**config.mk**
```make
export PLATFORM = sky130hd
export DESIGN_NAME = reg_dump
export DESIGN_NICKNAME = d
export VERILOG_FILES = /design/src/rtl/reg_dump.sv
export SDC_FILE = /design/constraint.sdc
export NUM_CORES = 1
export LEC_CHECK = 0
export CAP_MARGIN = 20
export CORE_ASPECT_RATIO = 1.75
export CORE_MARGIN = 3
export CORE_UTILIZATION = 29
export CTS_CLUSTER_SIZE = 14
export DETAILED_ROUTE_END_ITERATION = 8
export PLACE_DENSITY = 0.51
export SLEW_MARGIN = 20
export SYNTH_ARGS = -nofsm -noshare
export SYNTH_HDL_FRONTEND = slang
export SYNTH_SLANG_ARGS = --single-unit
export TNS_END_PERCENT = 30
```
**constraint.sdc**
```tcl
create_clock -name Clk -period 3.6 [get_ports Clk]
set_input_delay 0.36 -clock Clk [delete_from_list [all_inputs] [get_ports Clk]]
set_output_delay 0.36 -clock Clk [all_outputs]
set_load 0.05 [all_outputs]
```
**src/rtl/reg_dump.sv**
```systemverilog
// reg_dump: dumps registers R0..R7 as a serial MSB-first frame followed by
// an XOR checksum byte.
//
// Handshake: there is no ready/backpressure on the serial side. A bit is
// transferred on every enabled clock edge where SerValid=1; Cen=0 stalls the
// whole block, so SerOut/SerValid/SerLast hold until the next enabled edge.
// Start is a request that is only honoured in IDLE; Abort cancels a frame
// from any non-IDLE state.
//
// Frame timing with Cen=1: Start edge -> LOAD, then per register one LOAD
// cycle plus eight SHIFT cycles, eight CKSUM cycles and one DONE cycle
// (81 busy cycles), returning to IDLE on the 82nd enabled edge.
module reg_dump (
  input  logic       Clk,
  input  logic       Rst,
  input  logic       Cen,
  input  logic       Start,
  input  logic       Abort,
  input  logic [7:0] RegData,
  output logic [2:0] RegSel,
  output logic       SerOut,
  output logic       SerValid,
  output logic       SerLast,
  output logic       Busy,
  output logic       Done,
  output logic [2:0] dbg_state
);

  typedef enum logic [2:0] {
    S_IDLE  = 3'd0,
    S_LOAD  = 3'd1,
    S_SHIFT = 3'd2,
    S_CKSUM = 3'd3,
    S_DONE  = 3'd4
  } state_t;

  state_t     state_q, state_d;
  logic [2:0] regsel_q, regsel_d;
  logic [7:0] sreg_q, sreg_d;
  logic [7:0] csum_q, csum_d;
  logic [2:0] cnt_q, cnt_d;

  // State register: Rst wins over Cen; Cen=0 freezes every register.
  always_ff @(posedge Clk) begin
    if (Rst) begin
      state_q  <= S_IDLE;
      regsel_q <= 3'd0;
      sreg_q   <= 8'h00;
      csum_q   <= 8'h00;
      cnt_q    <= 3'd0;
    end else if (Cen) begin
      state_q  <= state_d;
      regsel_q <= regsel_d;
      sreg_q   <= sreg_d;
      csum_q   <= csum_d;
      cnt_q    <= cnt_d;
    end
  end

  // Next-state logic: sequencing of load / shift / checksum phases.
  always_comb begin
    state_d  = state_q;
    regsel_d = regsel_q;
    sreg_d   = sreg_q;
    csum_d   = csum_q;
    cnt_d    = cnt_q;

    unique case (state_q)
      S_IDLE: begin
        // RegSel parks at 0 so a new frame always starts from R0.
        regsel_d = 3'd0;
        if (Start) begin
          state_d = S_LOAD;
          csum_d  = 8'h00;
          cnt_d   = 3'd0;
        end
      end

      S_LOAD: begin
        // RegData is combinational from RegSel, so it is valid this cycle.
        sreg_d  = RegData;
        csum_d  = csum_q ^ RegData;
        cnt_d   = 3'd0;
        state_d = S_SHIFT;
      end

      S_SHIFT: begin
        sreg_d = {sreg_q[6:0], 1'b0};
        cnt_d  = cnt_q + 3'd1;
        if (cnt_q == 3'd7) begin
          if (regsel_q != 3'd7) begin
            regsel_d = regsel_q + 3'd1;
            state_d  = S_LOAD;
          end else begin
            // csum_q already includes R7 (folded in during its LOAD).
            sreg_d  = csum_q;
            cnt_d   = 3'd0;
            state_d = S_CKSUM;
          end
        end
      end

      S_CKSUM: begin
        sreg_d = {sreg_q[6:0], 1'b0};
        cnt_d  = cnt_q + 3'd1;
        if (cnt_q == 3'd7) begin
          state_d = S_DONE;
        end
      end

      S_DONE: begin
        // Start is deliberately not looked at here.
        regsel_d = 3'd0;
        state_d  = S_IDLE;
      end

      default: begin
        state_d  = S_IDLE;
        regsel_d = 3'd0;
      end
    endcase

    // Abort cancels any frame in progress without a Done pulse.
    if (Abort && (state_q != S_IDLE)) begin
      state_d  = S_IDLE;
      regsel_d = 3'd0;
    end
  end

  // Output decode: all outputs are functions of registered state only.
  always_comb begin
    SerOut   = 1'b0;
    SerValid = 1'b0;
    SerLast  = 1'b0;
    Done     = 1'b0;
    Busy     = (state_q != S_IDLE);
    unique case (state_q)
      S_SHIFT: begin
        SerOut   = sreg_q[7];
        SerValid = 1'b1;
      end
      S_CKSUM: begin
        SerOut   = sreg_q[7];
        SerValid = 1'b1;
        SerLast  = (cnt_q == 3'd7);
      end
      S_DONE: begin
        Done = 1'b1;
      end
      default: begin
        SerOut = 1'b0;
      end
    endcase
  end

  assign RegSel    = regsel_q;
  assign dbg_state = state_q;

endmodule

```
==> summary.md <==
The worst setup path is captured at an output pin. The largest driver fanout on the critical path is 20, and the total instance count after detailed placement is 255. Registers take 500 um2. Setup repair after global routing left no endpoint under its margin. The post-synthesis sequential area ratio was 31.9%.

The root buffer selected by CTS is sky130_fd_sc_hd__clkbuf_8. Kind of path behind the tightest hold check: flip-flop to flip-flop. Derived from the worst setup path, the maximum achievable clock frequency is 0.361 GHz. The number of buffer cells added on primary ports works out to 23.

Counting every net in the synthesized netlist gives 210. For this run, the post-layout net count is 224. The area overhead of the layout relative to synthesis was 18.7%; the mean routed wirelength per cell was 16.0 um. Once detailed placement completed, the half-perimeter wirelength came to 2800 um.

The overall die height was 103 um; the number of antenna violations at the first check in global routing was 0. Counting instances in the post-synthesis netlist gives the leading cell types as 25 x sky130_fd_sc_hd__dfxtp_1, 20 x sky130_fd_sc_hd__a21oi_1, 14 x sky130_fd_sc_hd__a21boi_0, 14 x sky130_fd_sc_hd__inv_1, 12 x sky130_fd_sc_hd__clkbuf_1. Global routing consumed, over all layers together, 14.5% of the routing resources.

For this block, the initial DRC count from the detailed router was 85. The required arrival time at the worst endpoint is 3.24 ns, and the die extent in x is 61.6 um. Final number of max-transition violations: 0. TritonCTS built the clock tree. The final hold violation count came out at 0.

Via count: 1,462. For the core footprint, the log shows 5100 um2. The synthesis-stage register bit count came out at 25. The average instance in the mapped netlist occupies 8.16 um2.

The logs give 25 for the sink count of the clock tree and 0 for the number of synthesis warnings. In this run, post-CTS repair resized a total of 0 instances. For the pin with the worst max-slew slack, the measured transition is 0.894 ns. By area the synthesized netlist is led by sky130_fd_sc_hd__dfxtp_1 32%, sky130_fd_sc_hd__a21boi_0 6.7%, sky130_fd_sc_hd__a21oi_1 6.4%. The run gives 1 as the H-tree depth. In this run the cell area measured after placement is 1810 um2. The number of remaining DRC errors came out at 0. The final critical path takes up 76.9% of the cycle. The instance count of the mapped netlist came out at 192. The count of distinct cell types in the synthesized netlist came out at 43.

The tools report the type of element launching the critical path as a flip-flop. The combined buffer and inverter count along the critical path was 1; the sum of overflow across all layers after global routing was 0. The cell that appears most often on the critical path is sky130_fd_sc_hd__ha_1. Worst stage delay on the critical path: 0.80 ns. For this run, the number of standard cells in the final layout without fillers is 259. Summing the areas of all compound-gate instances in the mapped netlist gives 35.8% of the synthesized area. The tool flagged a number of max-cap violations equal to 0. The leakage power summed over all cells was 0.691 nW. In the routed layout, each cell is associated on average with a via count of 5.64. With fillers left out, the area of the finished cells amounts to 1860 um2. The main combinational cell family by area after synthesis is compound AO/OA/AOI/OAI gates.

For the sum of negative setup slack, the log shows 0 ns. The critical path goes through ha_1, ha_1, and3_1, clkdlybuf4s50_1. In the synthesized netlist the async set-or-reset flop fraction comes to 0%. The run finished with clean final reports. Headroom to the max-slew limit came out at 40.3%.

For the count of buffers added by post-CTS timing repair for setup, the log shows 0. The final period demand of the worst path came out at 2.77 ns. The largest area contributor in the netlist is sky130_fd_sc_hd__dfxtp_1. The die covers 6350 um2. The final setup skew came out at 0.00404 ns. The clock reaches the later pin of the worst-skew pair after 0.27 ns. For this block, the routed nets add up to 4150 um of wire. In this run the remaining antenna-violating nets after routing total 0. Summing every instance area after synthesis gives 1570 um2. Critical path start-end classification: flip-flop to output pin. The most frequent cell after synthesis is sky130_fd_sc_hd__dfxtp_1. No sink is reached through more buffers than the 2 on the longest clock path. The floorplan has 34 rows. The master of the slowest instance on the critical path was sky130_fd_sc_hd__clkdlybuf4s50_1. The first detailed-routing pass ran for 4 iterations. Of the cells placed in the final design, the portion with a size suffix greater than 1 is 7.80%. For this design, the CTS-stage hold fixing added 0 buffers. The share of synthesized cell area in full adder, half adder and majority cells is 3.99%, and the clock transition time at the flip-flop clock pins of the worst setup and hold paths is 0.09 ns.

In this run the power density over the cells is 312 nW/um2. The repair_antennas step left the layout with diodes totalling 0. In this run, synthesis inferred 0 flip-flops with an integrated enable. The first global-routing pass estimated 7000 um of wire.

After Yosys synthesis, XOR and XNOR cells account for 0% of the synthesized area. The area share of the leading cell type in the synthesized netlist was 31.9%. Among all flip-flop cells after synthesis, the most frequent one is sky130_fd_sc_hd__dfxtp_1.

The number of global-route vias before repair is 1,373, and the largest net degree at the start of global routing is 29. Data on the critical path arrives at its endpoint at 2.41 ns. The initial utilization of the core area, before any placement, comes to 30.7%.

TritonCTS created 3 clock buffers. The dominant delay contributor by cell family on the critical path was buffers and inverters. In the final layout, the multi-input gates occupy 930 um2. Across the VDD grid, the largest voltage drop is 0.143 mV. Summing the areas of all and, or, nand and nor instances in the mapped netlist gives 19.6% of the synthesized area. The multiplexer share of the synthesized area was 0%. The run gives 24 as the top-level port count.

The layout filler cell count is 555, and the final RePlAce weighted congestion is 0.771. The total setup violations reported at the end of the flow came out at 0.
==> final timing paths <==
path | from | to | slack (ns) | depth (start not counted)
max | cnt_q[0] | SerLast | 0.83 | 4
min | csum_q[6] | csum_q[6] | 0.48 | 2
max reg2reg | dbg_state[0] | sreg_q[2] | 1.52 | 3
min reg2reg | csum_q[6] | csum_q[6] | 0.48 | 2
==> state kept, by name (all words and copies together) (netlist names) <==
register	count
sreg_q	8
dbg_state	3
csum_q	8
cnt_q	3
RegSel	3
==> worst reg2reg max path: cells and delay by family, from the launching register on <==
kind / cells / cell delay (ns)
and+or+nand+nor: 1 / 0.85
DFF: 1 / 0.61
AOI/OAI and AO/OA: 2 / 0.53
==> logic make-up (layout without fill, tap and decap cells) <==
logic type / after synthesis / count (layout)
AND/OR/NAND/NOR: 48 / 48
AO/OA/AOI/OAI: 81 / 81
flip-flops: 25 / 25
adder cells (fa/ha/maj): 5 / 5
buffers and inverters: 33 / 46
==> per-layer routing <==
metal	global-route usage, %	up-vias	part of all wire [%]
li1	-	755	-
met4	4.41	0	0.87
met2	25.3	21	52
met1	18.2	684	45
met5	0	-	0
met3	1.61	2	2.5
==> where the power goes <==
part	internal [W]	total (W)	switching (W)	leakage, nW
Clock	0.0000793	0.000175	0.0000952	0.0228
Combinational	0.0000466	0.000104	0.0000572	0.465
Sequential	0.000288	0.000302	0.0000132	0.203
==> area by class of cell <==
cell class              count  share of cell area, %
well taps                  54                   3.63
flip-flops and latches     25                   26.9
multi-input cells         134                   50.0
clock buffers               4                   2.42
inverters                  15                   3.03
repair buffers             27                   14.0
==> placed cells by master (no fill, tap or decap), types with 5 or more instances in the layout <==
master,count
sky130_fd_sc_hd__o21ai_0,11
sky130_fd_sc_hd__and3_1,8
sky130_fd_sc_hd__o31ai_1,8
sky130_fd_sc_hd__a21boi_0,14
sky130_fd_sc_hd__a21oi_1,20
sky130_fd_sc_hd__inv_1,14
sky130_fd_sc_hd__dfxtp_1,25
sky130_fd_sc_hd__a31o_2,7
sky130_fd_sc_hd__or4_1,8
sky130_fd_sc_hd__a311oi_1,9
sky130_fd_sc_hd__clkdlybuf4s50_1,23
sky130_fd_sc_hd__ha_1,5
==> metrics by stage <==
step	utilization, %	power, W	setup slack, ns	hold slack (ns)
3_5_place_dp	35.5	0.000412	1.12	0.467
6_report	36.4	0.000580	0.830	0.476
2_1_floorplan	-	0.000375	0.874	0.447
5_1_grt	36.4	0.000609	0.683	0.505
4_1_cts	36.4	0.000586	0.801	0.481
3_3_place_gp	35.5	0.000413	1.14	0.457
Note: power is estimated with default switching activity, not from simulation.
